$ cat src/rtl/ahb_arbiter.sv
// ---------------------------------------------------------------------------
// ahb_arbiter
//   Round-robin arbiter sharing one AHB address/data bus between MASTER_NUM
//   masters. Grants are registered and one-hot. The arbiter also tracks the
//   address-phase and data-phase owner IDs that steer the bus multiplexers.
//   Grants are frozen in the middle of a fixed-length burst and during a
//   locked sequence.
//
// Ports
//   ahb_clk_in          : bus clock, rising edge
//   ahb_rst_in          : synchronous reset, active-high
//   ahb_busreq_in       : per-master bus request
//   ahb_lock_in         : per-master locked-transfer request
//   ahb_trans_in        : HTRANS of current address owner
//   ahb_burst_in        : HBURST of current address owner
//   ahb_ready_in        : bus HREADY
//   ahb_resp_in         : 1 = ERROR response
//   ahb_grant_out       : registered one-hot grant
//   ahb_master_out      : address-phase owner
//   ahb_master_data_out : data-phase owner
//   ahb_mastlock_out    : current address phase is locked
// ---------------------------------------------------------------------------
module ahb_arbiter #(
  parameter int MASTER_NUM      = 4,
  parameter int MASTER_ID_WIDTH = 2,
  parameter int DEFAULT_MASTER  = 0
) (
  input  logic                       ahb_clk_in,
  input  logic                       ahb_rst_in,
  input  logic [MASTER_NUM-1:0]      ahb_busreq_in,
  input  logic [MASTER_NUM-1:0]      ahb_lock_in,
  input  logic [1:0]                 ahb_trans_in,
  input  logic [2:0]                 ahb_burst_in,
  input  logic                       ahb_ready_in,
  input  logic                       ahb_resp_in,
  output logic [MASTER_NUM-1:0]      ahb_grant_out,
  output logic [MASTER_ID_WIDTH-1:0] ahb_master_out,
  output logic [MASTER_ID_WIDTH-1:0] ahb_master_data_out,
  output logic                       ahb_mastlock_out
);

  typedef enum logic [1:0] {
    ARB_IDLE  = 2'd0,
    ARB_OWN   = 2'd1,
    ARB_BURST = 2'd2,
    ARB_LOCK  = 2'd3
  } arb_state_e;

  localparam logic [1:0] TRANS_IDLE   = 2'd0;
  localparam logic [1:0] TRANS_BUSY   = 2'd1;
  localparam logic [1:0] TRANS_NONSEQ = 2'd2;
  localparam logic [1:0] TRANS_SEQ    = 2'd3;

  localparam logic [MASTER_ID_WIDTH-1:0] DEF_ID    = MASTER_ID_WIDTH'(DEFAULT_MASTER);
  localparam logic [MASTER_NUM-1:0]      DEF_GRANT = MASTER_NUM'(1) << DEFAULT_MASTER;

  // Beats remaining after the current one for a given HBURST.
  function automatic logic [3:0] burst_last(input logic [2:0] burst);
    case (burst)
      3'd2, 3'd3: return 4'd3;
      3'd4, 3'd5: return 4'd7;
      3'd6, 3'd7: return 4'd15;
      default:    return 4'd0;
    endcase
  endfunction

  // Index of the set bit of a one-hot vector.
  function automatic logic [MASTER_ID_WIDTH-1:0] onehot_to_id(input logic [MASTER_NUM-1:0] oh);
    logic [MASTER_ID_WIDTH-1:0] id;
    id = '0;
    for (int i = 0; i < MASTER_NUM; i++) begin
      if (oh[i]) begin
        id = MASTER_ID_WIDTH'(i);
      end else begin
        id = id;
      end
    end
    return id;
  endfunction

  arb_state_e                 state_q, state_d;
  logic [3:0]                 cnt_q, cnt_d;
  logic [MASTER_NUM-1:0]      grant_q, grant_d;
  logic [MASTER_ID_WIDTH-1:0] master_q, master_d;
  logic [MASTER_ID_WIDTH-1:0] master_data_q, master_data_d;
  logic                       mastlock_q, mastlock_d;

  logic [MASTER_ID_WIDTH-1:0] grant_id_s;
  logic [MASTER_ID_WIDTH-1:0] cand_id_s;
  logic                       lock_owner_s;
  logic                       rearb_s;

  assign grant_id_s   = onehot_to_id(grant_q);
  assign lock_owner_s = ahb_lock_in[grant_id_s];

  // Beat counter: next value follows HTRANS on accepted beats; an error
  // response abandons the burst immediately.
  always_comb begin
    cnt_d = cnt_q;
    if (ahb_resp_in && !ahb_ready_in) begin
      cnt_d = 4'd0;
    end else if (ahb_ready_in) begin
      case (ahb_trans_in)
        TRANS_NONSEQ: cnt_d = burst_last(ahb_burst_in);
        TRANS_SEQ:    cnt_d = (cnt_q != 4'd0) ? (cnt_q - 4'd1) : 4'd0;
        TRANS_IDLE:   cnt_d = 4'd0;
        TRANS_BUSY:   cnt_d = cnt_q;
        default:      cnt_d = cnt_q;
      endcase
    end else begin
      cnt_d = cnt_q;
    end
  end

  // Round-robin candidate: rotate from the master after the most recently
  // granted one, so the holder of the grant is considered last.
  always_comb begin : cand_search
    logic found;
    found     = 1'b0;
    cand_id_s = DEF_ID;
    for (int i = 1; i <= MASTER_NUM; i++) begin
      for (int j = 0; j < MASTER_NUM; j++) begin
        if (!found && ahb_busreq_in[j] && (j == ((int'(grant_id_s) + i) % MASTER_NUM))) begin
          cand_id_s = MASTER_ID_WIDTH'(j);
          found     = 1'b1;
        end else begin
          found = found;
        end
      end
    end
  end

  // Re-arbitrate on ready edges outside a fixed burst and outside a lock.
  // A state of ARB_LOCK with lock now low still blocks this edge, giving
  // one unlocked address phase before the grant may move.
  assign rearb_s = ahb_ready_in && (state_q != ARB_LOCK) && !lock_owner_s && (cnt_d <= 4'd1);

  // Next-state, grant and owner handover.
  always_comb begin
    state_d       = state_q;
    grant_d       = grant_q;
    master_d      = master_q;
    master_data_d = master_data_q;
    mastlock_d    = mastlock_q;
    if (ahb_ready_in) begin
      if (lock_owner_s) begin
        state_d = ARB_LOCK;
      end else if (cnt_d > 4'd1) begin
        state_d = ARB_BURST;
      end else if (|ahb_busreq_in) begin
        state_d = ARB_OWN;
      end else begin
        state_d = ARB_IDLE;
      end
      master_d      = grant_id_s;
      master_data_d = master_q;
      mastlock_d    = lock_owner_s;
    end else begin
      state_d = state_q;
    end
    if (rearb_s) begin
      grant_d = MASTER_NUM'(1) << cand_id_s;
    end else begin
      grant_d = grant_q;
    end
  end

  // State registers with synchronous reset.
  always_ff @(posedge ahb_clk_in) begin
    if (ahb_rst_in) begin
      state_q       <= ARB_IDLE;
      cnt_q         <= 4'd0;
      grant_q       <= DEF_GRANT;
      master_q      <= DEF_ID;
      master_data_q <= DEF_ID;
      mastlock_q    <= 1'b0;
    end else begin
      state_q       <= state_d;
      cnt_q         <= cnt_d;
      grant_q       <= grant_d;
      master_q      <= master_d;
      master_data_q <= master_data_d;
      mastlock_q    <= mastlock_d;
    end
  end

  assign ahb_grant_out       = grant_q;
  assign ahb_master_out      = master_q;
  assign ahb_master_data_out = master_data_q;
  assign ahb_mastlock_out    = mastlock_q;

endmodule

$ cat config.mk
export PLATFORM = sky130hd
export DESIGN_NAME = ahb_arbiter
export DESIGN_NICKNAME = d
export VERILOG_FILES = /design/src/rtl/ahb_arbiter.sv
export SDC_FILE = /design/constraint.sdc
export NUM_CORES = 1
export LEC_CHECK = 0
export CORE_ASPECT_RATIO = 0.7
export CORE_UTILIZATION = 48
export DETAILED_ROUTE_END_ITERATION = 12
export PLACE_DENSITY = 0.87
export SYNTH_ARGS = -nofsm -noshare
export SYNTH_HDL_FRONTEND = slang
export SYNTH_SLANG_ARGS = --single-unit
$ cat constraint.sdc
create_clock -name ahb_clk_in -period 2.7 [get_ports ahb_clk_in]
set_input_delay 0.27 -clock ahb_clk_in [delete_from_list [all_inputs] [get_ports ahb_clk_in]]
set_output_delay 0.27 -clock ahb_clk_in [all_outputs]
set_load 0.02 [all_outputs]
---- Yosys cells after proc, flatten, opt, wreduce, memory -nomap -nowiden ----
Cells that the tools add are included.
cells by class
  equality and inequality tests ........... 22
  multiplexer cells ....................... 43
  $add $sub $neg .......................... 5
  shift operators ......................... 1
  reduce and logical (&&, ||, !) cells .... 66
  $lt $le $gt $ge ......................... 3
  bitwise operators ....................... 4
operators by type and width
  cell                 number
  $logic_not 32->1     4
  $mux 2               18
  $logic_and 1x1->1    35
  $eq 3x3->1 const A   8
  $mux 1               19
  $logic_not 1->1      17
  $pmux 4 s4           1
  $reduce_or 2->1      7
  $eq 2x3->1 const A   4
  $eq 3x3->1 const B   4
  $mux 4               3
  $pmux 4 s3           1
  $eq 3x2->1 const B   2
  $add 2x1->2 const B  2
  $add 2x2->2 const B  2
  $and 1x1->1 const A  4
  $eq 2x2->1 const B   2
  $gt 4x1->1 const B   1
  $le 4x1->1 const B   1
  $reduce_bool 4->1    1
  $reduce_or 4->1      1
  $shl 1x2->4 const A  1
  $sub 4x1->4 const B  1
  $lt 2x3->1 const B   1
  4 further kinds      4
storage, ports and cells
  output and inout bits ................... 9
  register bits after elaboration ......... 15

---- Logic depth before layout (Yosys ltp) ----
Gate-level depths: netlist (run 1).
  depth after elaboration ................. 70
  mapped depth ............................ 8
  depth with buffers taken out ............ 8

---- Worst setup path before layout (run 1) ----
OpenSTA, ideal clock, no wires.
  path type ............................... register to register
  from .................................... register cnt_q[0]
  to ...................................... register grant_q[2] (netlist: ahb_grant_out[2])
  stages on the path, launching flop included .. 9
  setup time .............................. 0.071 ns
  required time ........................... 2.629 ns
  arrival ................................. 2.002 ns
  period minus slack after synthesis ...... 2.072 ns
  path buffers ............................ 0
  slack ................................... 0.628 ns
  path through ............................ dfxtp_1 -> inv_1 -> ha_1 -> nor3b_2 -> o32ai_1 -> a221oi_1 -> nand4bb_2 -> or4_1 -> a21oi_1
between the ends
  cells in the longest elaborated chain, start to end .. 7
  elaborated cells between the ends (all ways) .. 8
  those cells by class .................... 1 x add/sub; 1 x order compare; 4 x mux; 2 x reduce/logical
ends and longest elaborated chain
  item                                                     RTL line  source
  from (decl)                                              82        logic [3:0] cnt_q, cnt_d;
  from (signal assigned)                                   179       cnt_q <= cnt_d;
  $sub 4x1->4 / $reduce_bool 4->1 (equally long branches)  105       TRANS_SEQ: cnt_d = (cnt_q != 4'd0) ? (cnt_q - 4'd1) : 4'd0;
  $mux 4                                                   105
  $pmux 4 s4                                               103       case (ahb_trans_in)
  $mux 4 (*)                                               102       end else if (ahb_ready_in) begin
  $mux 4 (*)                                               100       if (ahb_resp_in && !ahb_ready_in) begin
  $le 4x1->1 (*)                                           136       assign rearb_s = ahb_ready_in && (state_q != ARB_LOCK) && !lock_owner_s && (cnt_d <= 4'd1);
  $logic_and 1x1->1 (*)                                    136
  to (signal assigned)                                     180       grant_q <= grant_d;
  to (decl)                                                83        logic [MASTER_NUM-1:0] grant_q, grant_d;
Mark *: on every way between the ends. The rest lies on a longest branch, timed or not.
A chain may end at the register's enable or synchronous reset.

---- Worst setup path after layout (run 1) ----
Same ends and word-level chain as after synthesis.

==> metrics, run 1 <==
status finished clean; Post-Syn Area 1040 um^2; all-layer global routing usage approximately 25%; TritonCTS Sinks 15; number of rows created at floorplan 13; worst endpoint required time ~2.9 ns; antenna violations before repair 0; YS warnings 0; fraction of layout instances using a drive strength above 1 9.32%; Clk Tree Root Cell clkbuf_4; part of the total power dissipated in combinational logic ~32%; most used cells in the layout excluding fill and tap cells 24 x clkdlybuf4s50_1, 15 x nor2_1, 15 x dfxtp_1; most common cell after layout, fill and taps aside clkdlybuf4s50_1; cts bufs inserted 3; arrival time at the worst endpoint 2.62 ns; per-instance average area after synthesis 7.64 um^2; detailed-router iteration count before antenna repair 4; number of global-route vias before repair 999; via-per-instance ratio 6.31; total negative slack 0 ns; kind of start point of the critical path flop; total power divided by cell area 417 nW/um^2; TritonCTS clock tree built; kind of critical path reg2reg; crit path max-delay cell type or4_1; die width 57.6 um; chain of cells forming the critical path inv_1 > ha_1 > nor3b_2 > o32ai_1 > a221oi_1 > nand4bb_2 > or4_1 > a21oi_1; post-layout net count between 150 and 200; I/O pin total 26; post-CTS setup buffer count 0; number of DRC violations after detailed routing 0; final count of negative-setup-slack endpoints 0; final hold violation count 0; number of DRC violations after detailed-routing iteration 0 97; Least-Margin Pin Slew 0.825 ns; area grow syn2layout 28.4%; Detail Route Antenna Nets 0; proportion of register bits with asynchronous set or reset after synthesis 0%; Vert. Die Dim 40.9 um; Final min period 2.42 ns; clock-pin slew reported for the worst setup and hold paths after clock tree synthesis 0.08 ns; cts repair resizes 0; Net Sw Frac between 30% and 40%; RSZ-0062 raised after global routing no; predominant post-synthesis flop cell dfxtp_1; power share of the clock group 22.6%; cell leakage power 0.472 nW; largest incremental delay on the critical path approximately 0.56 ns; total number of vias 1155; standard cell core area 1950 um^2; Mapped Nets ~150; distinct cell type count of the synthesized netlist 45; power share of the sequential group 45.2%; sum of net half-perimeters after detailed placement slightly above 2000 um; Int Pwr 0.000379 W; Psw 0.000176 W; path class of the lowest-slack min-delay path reg2reg; level count of the clock H-tree 1; #FFs+latches synth 15; EDFF count, synth 0; sum of routed wire length over all layers 2630 um; post-route fraction of the period consumed by the critical path 89.5%; Worst-Skew Late Latency ~0.28 ns; crit-path max FO 6; clock skew 0.00210 ns; port bufs 24; timing-limited maximum frequency 0.414 GHz; Slew Limit Fails 0; total of hold buffers inserted after clock tree synthesis 0; filler cell count 155; peak supply drop 0.329 mV; global-route wire length before repair 4390 um; Max transition margin 44.3%; max cap viols 0; overall power 0.000556 W; GR Overflow Total 0; Max clock buf depth 2; die area 2360 um^2; proportion of synthesized chip area in sequential cells 28.9%; Initial Util 53.2%; gpl congestion around 0.92; CP Capture Type flop; largest net degree at the start of global routing 16; average wire length per cell after detail routing approximately 14 um; synthesized netlist cell count approximately 140; Diodes inserted 0
## worst paths after layout
check                           startpoint                to  slack [ns]  cells after the start
worst max-delay path              cnt_q[0]  ahb_grant_out[2]        0.28                      8
worst min-delay path            state_q[1]        state_q[1]        0.50                      2
worst max register to register    cnt_q[0]  ahb_grant_out[2]        0.28                      8
worst min register to register  state_q[1]        state_q[1]        0.50                      2
## power groups by stage
stage                     Clock (W)  Combinational [W]  Sequential, W
after detailed placement          0           0.000177       0.000256
final                      0.000126           0.000179       0.000251
after CTS                  0.000127           0.000177       0.000251
after global placement            0           0.000171       0.000255
after floorplan                   0           0.000102       0.000259
after global routing       0.000136           0.000197       0.000254
## critical path, delay by kind of cell, from the launching register on
kind	cells	cell delay, ns
AOI/OAI and AO/OA	3	0.70
buffers and inverters	1	0.07
DFF	1	0.35
adders and majority gates	1	0.20
and+or+nand+nor	3	1.03
## through the flow
step	hold slack [ns]	worst slack [ns]	instances	area, um^2	utilization, %
2_1_floorplan	0.343	0.628	136	1040	-
3_3_place_gp	0.466	0.154	179	1310	67.0
3_5_place_dp	0.482	0.108	179	1310	67.0
4_1_cts	0.495	0.286	183	1330	68.3
5_1_grt	0.518	0.114	183	1330	68.3
6_report	0.496	0.283	183	1330	68.3
## cells in the mapped netlist, types with 2 or more instances
master    count  area (um^2)
and2_1        2         12.5
nor3_1        4         20.0
nor2_1       15         56.3
mux2i_1       2         20.0
buf_2         2         10.0
nand4_1       2         12.5
o211ai_1      2         15.0
nand2_1      12         45.0
inv_1         6         22.5
o22ai_1       4         25.0
a211oi_1      5         37.5
nor3b_1       2         15.0
dfxtp_1      15          300
nand4b_1      2         17.5
nor2b_1       4         25.0
o21ai_0      10         50.1
a21oi_1       7         35.0
nand3_1       2         10.0
clkbuf_1      5         18.8
a31oi_1       4         25.0
nand2b_1      2         12.5
a221o_1       3         30.0
o311ai_0      2         17.5
## per-layer routing
| layer | part of all wire (%) | vias up | track usage [%] |
|---|---|---|---|
| li1 | - | 570 | - |
| met1 | 47 | 536 | 33.6 |
| met2 | 46 | 47 | 43.0 |
| met3 | 6.8 | 2 | 3.15 |
| met4 | 0.61 | 0 | 10.4 |
| met5 | 0 | - | 0 |
## layout make-up
| type | instances | area, um^2 | share of cell area (%) |
|---|---|---|---|
| inverters | 7 | 26.3 | 1.97 |
| clock buffers | 4 | 26.3 | 1.97 |
| well taps | 22 | 27.5 | 2.06 |
| multi-input cells | 105 | 668 | 50.1 |
| repair buffers | 30 | 285 | 21.4 |
| flip-flops and latches | 15 | 300 | 22.5 |
## logic make-up after synthesis
group | after synthesis | share of synthesized area [%]
adder cells (fa/ha/maj) | 1 | 1.20
AO/OA/AOI/OAI | 47 | 31.8
flip-flops | 15 | 28.9
buffers and inverters | 16 | 6.75
multiplexers | 2 | 1.93
AND/OR/NAND/NOR | 55 | 29.4
## registers in the layout, indices dropped and copies added, names as in the netlist
name                 cells
cnt_q                    4
ahb_master_out           2
ahb_mastlock_out         1
ahb_master_data_out      2
state_q                  2
ahb_grant_out            4
No activity file was read; power rests on OpenSTA's default activity.
==> run 2: changes to the inputs <==
--- a/config.mk
+++ b/config.mk
@@ -5,10 +5,12 @@
 export SDC_FILE = /design/constraint.sdc
 export NUM_CORES = 1
 export LEC_CHECK = 0
+export CAP_MARGIN = 20
 export CORE_ASPECT_RATIO = 0.7
-export CORE_UTILIZATION = 48
+export CORE_UTILIZATION = 50
+export CTS_BUF_LIST = sky130_fd_sc_hd__clkbuf_4 sky130_fd_sc_hd__clkbuf_8
 export DETAILED_ROUTE_END_ITERATION = 12
-export PLACE_DENSITY = 0.87
+export PLACE_DENSITY = 0.9
 export SYNTH_ARGS = -nofsm -noshare
 export SYNTH_HDL_FRONTEND = slang
 export SYNTH_SLANG_ARGS = --single-unit
==> run 2 against run 1 <==
- flip-flop and latch count is the same
- first-iteration DRC count grew 15%
- clock-buffer cell count is the same
- routed wire length grew 5.7%
- die area shrank 3.8%
- register-to-register slack lost 0.06 ns
- via count shrank 0.95%
- critical path depth shrank 2
- sequential share of layout area grew 0.063 points
- final cell count shrank 0.55%
==> metrics, run 2 (synthesized netlist as in run 1, its figures left out) <==
Final min period 2.48 ns (+0.0604 ns); largest net degree at the start of global routing 20 (+4); chain of cells forming the critical path o22ai_1 > a221o_1 > a31oi_1 > o311ai_0 > or4_1 > a21oi_1; standard cell core area 1900 um^2 (-2.5%); level count of the clock H-tree 1 (unchanged); most used cells in the layout excluding fill and tap cells 24 x clkdlybuf4s50_1, 15 x nor2_1, 15 x dfxtp_1; total power divided by cell area 425 nW/um^2 (+2.0%); Clk Tree Root Cell clkbuf_4; kind of start point of the critical path flop; sum of net half-perimeters after detailed placement 2120 um (+3.9%); CP Capture Type flop; gpl congestion 1.02 (+10%); clock-pin slew reported for the worst setup and hold paths after clock tree synthesis 0.09 ns (about the same); average wire length per cell after detail routing 15.3 um (+6.3%); final count of negative-setup-slack endpoints 0 (unchanged); total negative slack 0 ns (unchanged); final hold violation count 0 (unchanged); cell leakage power 0.470 nW (-0.43%); RSZ-0062 raised after global routing no; overall power 0.000565 W (+1.8%); number of global-route vias before repair 926 (-7.3%); area grow syn2layout 28.1%; Int Pwr 0.000388 W (+2.4%); Initial Util 54.6% (+1.4 points); die area 2270 um^2 (-3.8%); cts repair resizes 0 (unchanged); path class of the lowest-slack min-delay path reg2reg; all-layer global routing usage 24.8% (-0.50 points); Worst-Skew Late Latency 0.27 ns (about the same); via-per-instance ratio 6.29 (-0.41%); most common cell after layout, fill and taps aside clkdlybuf4s50_1; global-route wire length before repair 4420 um (+0.77%); peak supply drop 0.499 mV (+52%); number of DRC violations after detailed-routing iteration 0 112 (+15%); Net Sw Frac 31.3% (-0.42 points); cts bufs inserted 3 (unchanged); port bufs 24 (unchanged); total number of vias 1144 (-0.95%); Least-Margin Pin Slew 0.993 ns (+0.168 ns); number of rows created at floorplan 13 (unchanged); WP buf/inv 0 (-1); Max transition margin 33.0% (-11 points); number of DRC violations after detailed routing 0 (unchanged); fraction of layout instances using a drive strength above 1 9.38% (+0.058 points); Diodes inserted 0 (unchanged); family with the most delay on the worst path compound AO/OA/AOI/OAI gates; I/O pin total 26 (unchanged); timing-limited maximum frequency 0.404 GHz (-2.4%); sum of routed wire length over all layers 2780 um (+5.7%); die width 56.5 um (-2.0%); largest incremental delay on the critical path 0.69 ns (+0.13 ns); total of hold buffers inserted after clock tree synthesis 0 (unchanged); post-layout net count 179 (-0.56%); post-CTS setup buffer count 0 (unchanged); worst endpoint required time 2.90 ns (about the same); Psw 0.000177 W (+0.39%); TritonCTS clock tree built; TritonCTS Sinks 15 (unchanged); antenna violations before repair 0 (unchanged); part of the total power dissipated in combinational logic 32.0% (-0.2 points); non-filler instance count after layout 182 (-0.55%); post-route fraction of the period consumed by the critical path 91.7% (+2.2 points); clock skew 0.00633 ns (+0.00423 ns); Max clock buf depth 2 (unchanged); Detail Route Antenna Nets 0 (unchanged); Placed Cells 178 (-0.56%); status finished clean; crit path max-delay cell type dfxtp_1; Slew Limit Fails 0 (unchanged); power share of the clock group 23.4% (+0.8 points); power share of the sequential group 44.6% (-0.6 points); crit-path max FO 19 (+13); detailed-router iteration count before antenna repair 5 (+1); kind of critical path reg2reg; Vert. Die Dim 40.1 um (-1.9%); max cap viols 0 (unchanged); arrival time at the worst endpoint 2.67 ns (+0.05 ns); GR Overflow Total 0 (unchanged)
run 2: cell count changes in the layout (fill, tap and decap cells not counted):
cell      change
clkbuf_1      -1
clkbuf_4      +1
buf_4         -1
run 2: layout make-up:
class / instances / area, um^2
clock buffer: 4 / 30.0
fill: 155 / 573
inverter: 7 / 26.3
multi-input combinational: 105 / 668
sequential: 15 / 300
tap: 22 / 27.5
timing repair buffer: 29 / 278
run 2: path summary, 6_finish.rpt:
| check | slack (ns) | cells past startpoint | end | start |
|---|---|---|---|---|
| worst max-delay path | 0.22 | 6 | ahb_grant_out[2] | ahb_grant_out[2] |
| worst min-delay path | 0.50 | 2 | state_q[0] | state_q[0] |
| worst max register to register | 0.22 | 6 | ahb_grant_out[2] | ahb_grant_out[2] |
| worst min register to register | 0.50 | 2 | state_q[0] | state_q[0] |
run 2: power by group through the flow:
stage	clock network, W	logic, W	registers, W
after CTS	0.000134	0.000178	0.000252
after detailed placement	0	0.000177	0.000257
after global placement	0	0.000168	0.000255
after floorplan	0	0.000102	0.000259
after global routing	0.000145	0.000194	0.000255
final	0.000132	0.000181	0.000252
run 2: through the flow:
step	area (um^2)	setup slack (ns)	utilization [%]	hold slack, ns
global placement	1300	0.162	68.3	0.466
floorplan	1040	0.628	-	0.343
global route	1330	0.0444	69.9	0.501
finish	1330	0.223	69.9	0.499
CTS	1330	0.278	69.9	0.496
detailed placement	1300	0.0526	68.3	0.474
run 2: tightest hold or removal path, stage by stage, from the launching register on:
cell and delay, ns:
dfxtp_1 0.32, nor2_1 0.10, nor3_1 0.05
run 2: routing by layer:
layer  routed length (um)  GRT usage [%]
met1                 1280           34.6
met5                    0              0
met4                   20           3.66
met2                 1330           44.7
met3                  152          0.968
